File: config.mk
export PLATFORM = sky130hd
export DESIGN_NAME = control_sequencer
export DESIGN_NICKNAME = d
export VERILOG_FILES = /design/src/rtl/control_sequencer_pkg.sv /design/src/rtl/control_sequencer.sv
export SDC_FILE = /design/constraint.sdc
export NUM_CORES = 1
export LEC_CHECK = 0
export BUFFER_PORTS_ARGS = -buffer_cell sky130_fd_sc_hd__buf_2
export CORE_MARGIN = 1
export CORE_UTILIZATION = 30
export DETAILED_ROUTE_END_ITERATION = 8
export GPL_ROUTABILITY_DRIVEN = 0
export MAX_ROUTING_LAYER = met4
export PLACE_DENSITY = 0.72
export SYNTH_ARGS = -nofsm -noshare
export SYNTH_HDL_FRONTEND = slang
export SYNTH_SLANG_ARGS = --single-unit
File: constraint.sdc
create_clock -name ClkxCI -period 1.76 [get_ports ClkxCI]
set_clock_uncertainty 0.2 [all_clocks]
set_input_delay 0.088 -clock ClkxCI [delete_from_list [all_inputs] [get_ports ClkxCI]]
set_output_delay 0.088 -clock ClkxCI [all_outputs]
set_load 0.01 [all_outputs]
File: src/rtl/control_sequencer_pkg.sv
// Shared types for the simple-viii microcode sequencer: datapath control word,
// ALU flags, microword format and sequencer states.
package control_sequencer_pkg;

  typedef enum logic [2:0] {
    ALUNOP, ALUADD, ALUSUB, ALUAND, ALUOR, ALUXOR, ALUSHL, ALUSHR
  } alu_op_e;

  typedef enum logic {READ, WRITE} mem_op_e;

  typedef enum logic [1:0] {REG_A, REG_B, REG_C, REG_D} reg_sel_e;

  typedef enum logic {SRC_ALU, SRC_MEM} wb_src_e;

  typedef struct packed {
    alu_op_e  alu_op;
    mem_op_e  mem_op;
    reg_sel_e rd;
    reg_sel_e rs1;
    reg_sel_e rs2;
    wb_src_e  wb_src;
    logic     reg_we;
    logic     mem_en;
    logic     pc_inc;
    logic     halt;
    logic     next_instr;
    logic     reset;
  } control_word_t;

  typedef struct packed {
    logic alu_zero;
    logic alu_carry;
  } alu_flag_t;

  typedef enum logic [1:0] {COND_NONE, COND_Z, COND_NZ, COND_C} ucond_e;

  typedef struct packed {
    ucond_e        cond;
    control_word_t cw;
  } uword_t;

  typedef enum logic [1:0] {SEQ_FETCH, SEQ_EXEC, SEQ_HALT} seq_state_e;

  function automatic logic cond_true(input ucond_e cond, input alu_flag_t flags);
    logic hit;
    hit = 1'b0;
    case (cond)
      COND_Z:  hit = flags.alu_zero;
      COND_NZ: hit = ~flags.alu_zero;
      COND_C:  hit = flags.alu_carry;
      default: hit = 1'b0;
    endcase
    return hit;
  endfunction

endpackage

File: src/rtl/control_sequencer.sv
// Microcode sequencer: fetches an opcode, walks its microprogram in an external
// ROM and registers each microword's control word onto the datapath bus.
//
// state     | meaning
// SEQ_FETCH | waiting for a valid instruction byte, control word is NOP
// SEQ_EXEC  | issuing microwords for the opcode held in IR
// SEQ_HALT  | stopped until a resume pulse, control word is NOP
module control_sequencer
  import control_sequencer_pkg::*;
#(
  parameter int DATA_WIDTH   = 8,
  parameter int OPCODE_WIDTH = 4,
  parameter int STEP_WIDTH   = 3,
  localparam int UADDR_WIDTH = OPCODE_WIDTH + STEP_WIDTH
) (
  input  logic                   ClkxCI,
  input  logic                   RstxRI,
  input  logic [DATA_WIDTH-1:0]  InstrxDI,
  input  logic                   InstrValidxSI,
  input  alu_flag_t              FlagsxDI,
  input  uword_t                 UWordxDI,
  input  logic                   ResumexSI,
  output logic [UADDR_WIDTH-1:0] UAddrxDO,
  output control_word_t          ControlWordxDO,
  output logic                   FetchReqxSO,
  output logic                   HaltedxSO,
  output logic                   StepOvfxSO
);

  seq_state_e                state_q;
  logic [OPCODE_WIDTH-1:0]   ir_q;
  logic [STEP_WIDTH-1:0]     step_q;
  control_word_t             cw_q;
  logic                      fetch_req_q;
  logic                      halted_q;
  logic                      ovf_q;

  // One extra bit so that running past the last step is visible as a carry.
  logic [STEP_WIDTH:0]       step_d;
  logic [STEP_WIDTH:0]       step_inc;

  always_comb begin
    step_inc = cond_true(UWordxDI.cond, FlagsxDI) ? (STEP_WIDTH+1)'(2) : (STEP_WIDTH+1)'(1);
    step_d   = {1'b0, step_q} + step_inc;
  end

  always_ff @(posedge ClkxCI) begin
    if (RstxRI) begin
      state_q     <= SEQ_FETCH;
      ir_q        <= '0;
      step_q      <= '0;
      cw_q        <= '0;
      fetch_req_q <= 1'b1;
      halted_q    <= 1'b0;
      ovf_q       <= 1'b0;
    end else begin
      case (state_q)
        SEQ_FETCH: begin
          cw_q <= '0;
          if (InstrValidxSI) begin
            ir_q        <= InstrxDI[DATA_WIDTH-1 -: OPCODE_WIDTH];
            step_q      <= '0;
            state_q     <= SEQ_EXEC;
            fetch_req_q <= 1'b0;
          end
        end
        SEQ_EXEC: begin
          cw_q <= UWordxDI.cw;
          if (UWordxDI.cw.reset) begin
            // Soft reset: the reset word itself is never driven to the datapath.
            state_q     <= SEQ_FETCH;
            ir_q        <= '0;
            step_q      <= '0;
            cw_q        <= '0;
            fetch_req_q <= 1'b1;
            halted_q    <= 1'b0;
            ovf_q       <= 1'b0;
          end else if (UWordxDI.cw.halt) begin
            state_q  <= SEQ_HALT;
            halted_q <= 1'b1;
          end else if (UWordxDI.cw.next_instr) begin
            state_q     <= SEQ_FETCH;
            fetch_req_q <= 1'b1;
          end else if (step_d[STEP_WIDTH]) begin
            state_q     <= SEQ_FETCH;
            step_q      <= '0;
            fetch_req_q <= 1'b1;
            ovf_q       <= 1'b1;
          end else begin
            step_q <= step_d[STEP_WIDTH-1:0];
          end
        end
        SEQ_HALT: begin
          cw_q <= '0;
          if (ResumexSI) begin
            state_q     <= SEQ_FETCH;
            fetch_req_q <= 1'b1;
            halted_q    <= 1'b0;
          end
        end
        default: begin
          state_q     <= SEQ_FETCH;
          cw_q        <= '0;
          fetch_req_q <= 1'b1;
          halted_q    <= 1'b0;
        end
      endcase
    end
  end

  // Operand bits below the opcode field are consumed by the datapath, not here.
  generate
    if (DATA_WIDTH > OPCODE_WIDTH) begin : g_unused_instr
      logic unused_instr_bits;
      assign unused_instr_bits = ^InstrxDI[DATA_WIDTH-OPCODE_WIDTH-1:0];
    end
  endgenerate

  assign UAddrxDO       = {ir_q, step_q};
  assign ControlWordxDO = cw_q;
  assign FetchReqxSO    = fetch_req_q;
  assign HaltedxSO      = halted_q;
  assign StepOvfxSO     = ovf_q;

endmodule

==> metrics <==
synthesized area per cell=9.72 um^2; Slowest-stage cell, CP=or4b_1; Core Box Area=3420 um^2; final wirelength=2890 um; pre-CTS setup slack=-178 ps; DR vias=1148; synthesized area=1090 um^2; Area contributors post-synth=dfxtp_1 51%, and2_1 8.6%, a22oi_1 3.4%; register area=567 um^2; wire length on met2=1440 um; Max-cap violations=0; Slew headroom=66.2%; Hold Slack=244 ps; HPWL after DPL=1930 um; vias in the first global route=1087; gr ovfl total=0; WL met3=154 um; first-pass GRT wire length=4650 um; Nets=240; dominant cell type by area after synthesis=dfxtp_1; Final ANT Viol Nets=0; status=finished clean; Highest Clock Rate=0.579 GHz; CTS Sinks=28; Worst Setup End Kind=flip-flop; static leakage=0.000877 uW; fin cells=249; top-level I/O count=60; max-slew violations=0; initial antenna violation count=0; most frequent cell after synthesis=dfxtp_1; crit-path max FO=2; placed cell count=218; predominant post-synthesis flop cell=dfxtp_1; DIE HEIGHT=62.2 um; die area=3870 um^2; #FFs+latches synth=28; Worst-Margin Slew=504 ps; Crit path largest cell delay=510 ps; Seq/Total Area, Yosys=51.5%; Max VDD drop=0.360 mV; total CTS buffers=3; Initial Util=31.9%; Residual DRC=0; worst skew pair latency=330 ps; CP Class=reg -> reg; post-layout util=54.8%; share of layout cells above drive strength 1=45.3%; diodes inserted=0; Routed WL per cell=11.6 um; Post-synth EDFFs=0; clock-pin slew on the worst setup and hold paths=150 ps; top cell type's share of synthesized area=51.5%; synth warn=0; global-route usage over all layers=15.5%; post-route clock period utilization=98.1%; Power, Total=1300 uW; PwrDens=692 nW/um^2; Critical Path RT=1850 ps; highest routed layer=met4; Layout area overhead=72.1%; multi-input logic area=544 um^2; worst path cell trace=ha_4 > inv_2 > fa_2 > or4b_1 > nand3_1; share of synthesized flip-flops with an asynchronous set or reset=0%; H-tree depth=1; Fillers=316; final setup fails=0; Root Buffer=clkbuf_4; CTS tree=built; number of port buffers=54; min setup slack post-route=34.0 ps; syn_nets=148; Initial DRC Count=44; Via density=4.61; row cnt=21; Hold Path Class=in -> reg; largest net degree at the start of global routing=19; top cells by instance count after synthesis=28 x dfxtp_1, 15 x and2_1, 10 x nor2_1; Die Wd=62.2 um; WP data arrival=1820 ps; Longest Clk Path Bufs=2; Fin. Hold Viols=0; post-synthesis cell type count=38; post-route minimum period=1730 ps; TritonRoute pass-1 iters=4; Syn Inst Count=112; M1 WL=1250 um; CP Launch Type=flip-flop
-- layout by cell type (no fill, tap or decap), drive strengths merged --
master	netlist	layout
a211oi	2	2
a21boi	1	1
a21oi	4	4
a22oi	5	5
a311o	2	2
a31oi	1	1
and2	16	16
buf	2	68
bufinv	0	1
clkbuf	4	3
conb	1	1
dfxtp	28	28
dlygate4sd3	0	25
fa	1	1
ha	2	2
inv	7	7
mux2i	1	1
nand2	3	3
nand2b	1	1
nand3	1	1
nand3b	1	1
nand4	1	1
nor2	10	10
nor2b	2	2
nor3	3	3
nor3b	1	1
o211ai	1	1
o21ai	1	1
o21ba	1	1
o221ai	1	1
o22a	1	1
o22ai	1	1
or2	2	2
or3	2	2
or3b	1	1
or4b	1	1
-- path summary, 6_finish.rpt --
path	from	endpoint	slack (ps)	cells past startpoint
max	step_q[0]	step_q[2]	30	5
min reg2reg	HaltedxSO	HaltedxSO	300	1
min	UWordxDI[1]	step_q[0]	240	5
max reg2reg	step_q[0]	step_q[2]	30	5
-- layer usage --
metal	global-route usage, %	vias to the layer above
met5	-	-
met4	6.10	0
met3	2.02	5
met2	27.5	50
met1	17.7	535
li1	-	558
-- cell type report --
cell class	count	area share, %
Tap cell	46	3.07
Sequential cell	28	30.3
Inverter	7	1.40
Clock inverter	1	1.60
Multi-Input combinational cell	71	29.1
Timing Repair Buffer	93	33.4
Clock buffer	3	1.20
-- cells by family (layout without fill, tap and decap cells) --
kind of cell    after synthesis  after routing  share of synthesized area, %
simple gates                 45             45                          24.0
flops                        28             28                          51.5
compound gates               21             21                          14.1
buf+inv                      13            104                          4.94
fa+ha+maj                     3              3                          4.14
other cells                   1              1                         0.344
mux                           1              1                         0.920
-- through the flow --
| step | instance area [um^2] | setup TNS (ps) |
|---|---|---|
| after global placement | 1500 | -399 |
| after CTS | 1810 | 0 |
| final | 1870 | 0 |
| after floorplan | 1110 | -12.8 |
| after global routing | 1870 | -4.97 |
| after detailed placement | 1500 | -625 |
-- report_power, final --
part	switching (uW)	leakage, uW	internal, uW
sequential	10.1	0.000229	650
combinational	88.8	0.000620	125
clock	191	0.0000279	230
-- flip-flops by register name, indices dropped and copies added, names as in the netlist --
signal          cells
ControlWordxDO     16
ir_q                4
step_q              3
state_q             2
FetchReqxSO         1
HaltedxSO           1
StepOvfxSO          1
-- repair_timing --
action | 4_1_cts | 5_1_grt
pin swaps | 0 | 5
setup endpoints to repair | 3 | 5
hold buffers | 25 | 0
gates resized for setup | 3 | 10
setup buffers | 1 | 1
endpoints found under the hold margin | 28 | 0
-- worst max-delay path, delay by kind of cell, from the launching register on --
family / cells / cell delay (ps)
buf+inv: 1 / 40
fa+ha+maj: 2 / 470
simple gates: 2 / 600
flops: 1 / 380
No activity file was read; power rests on OpenSTA's default activity.
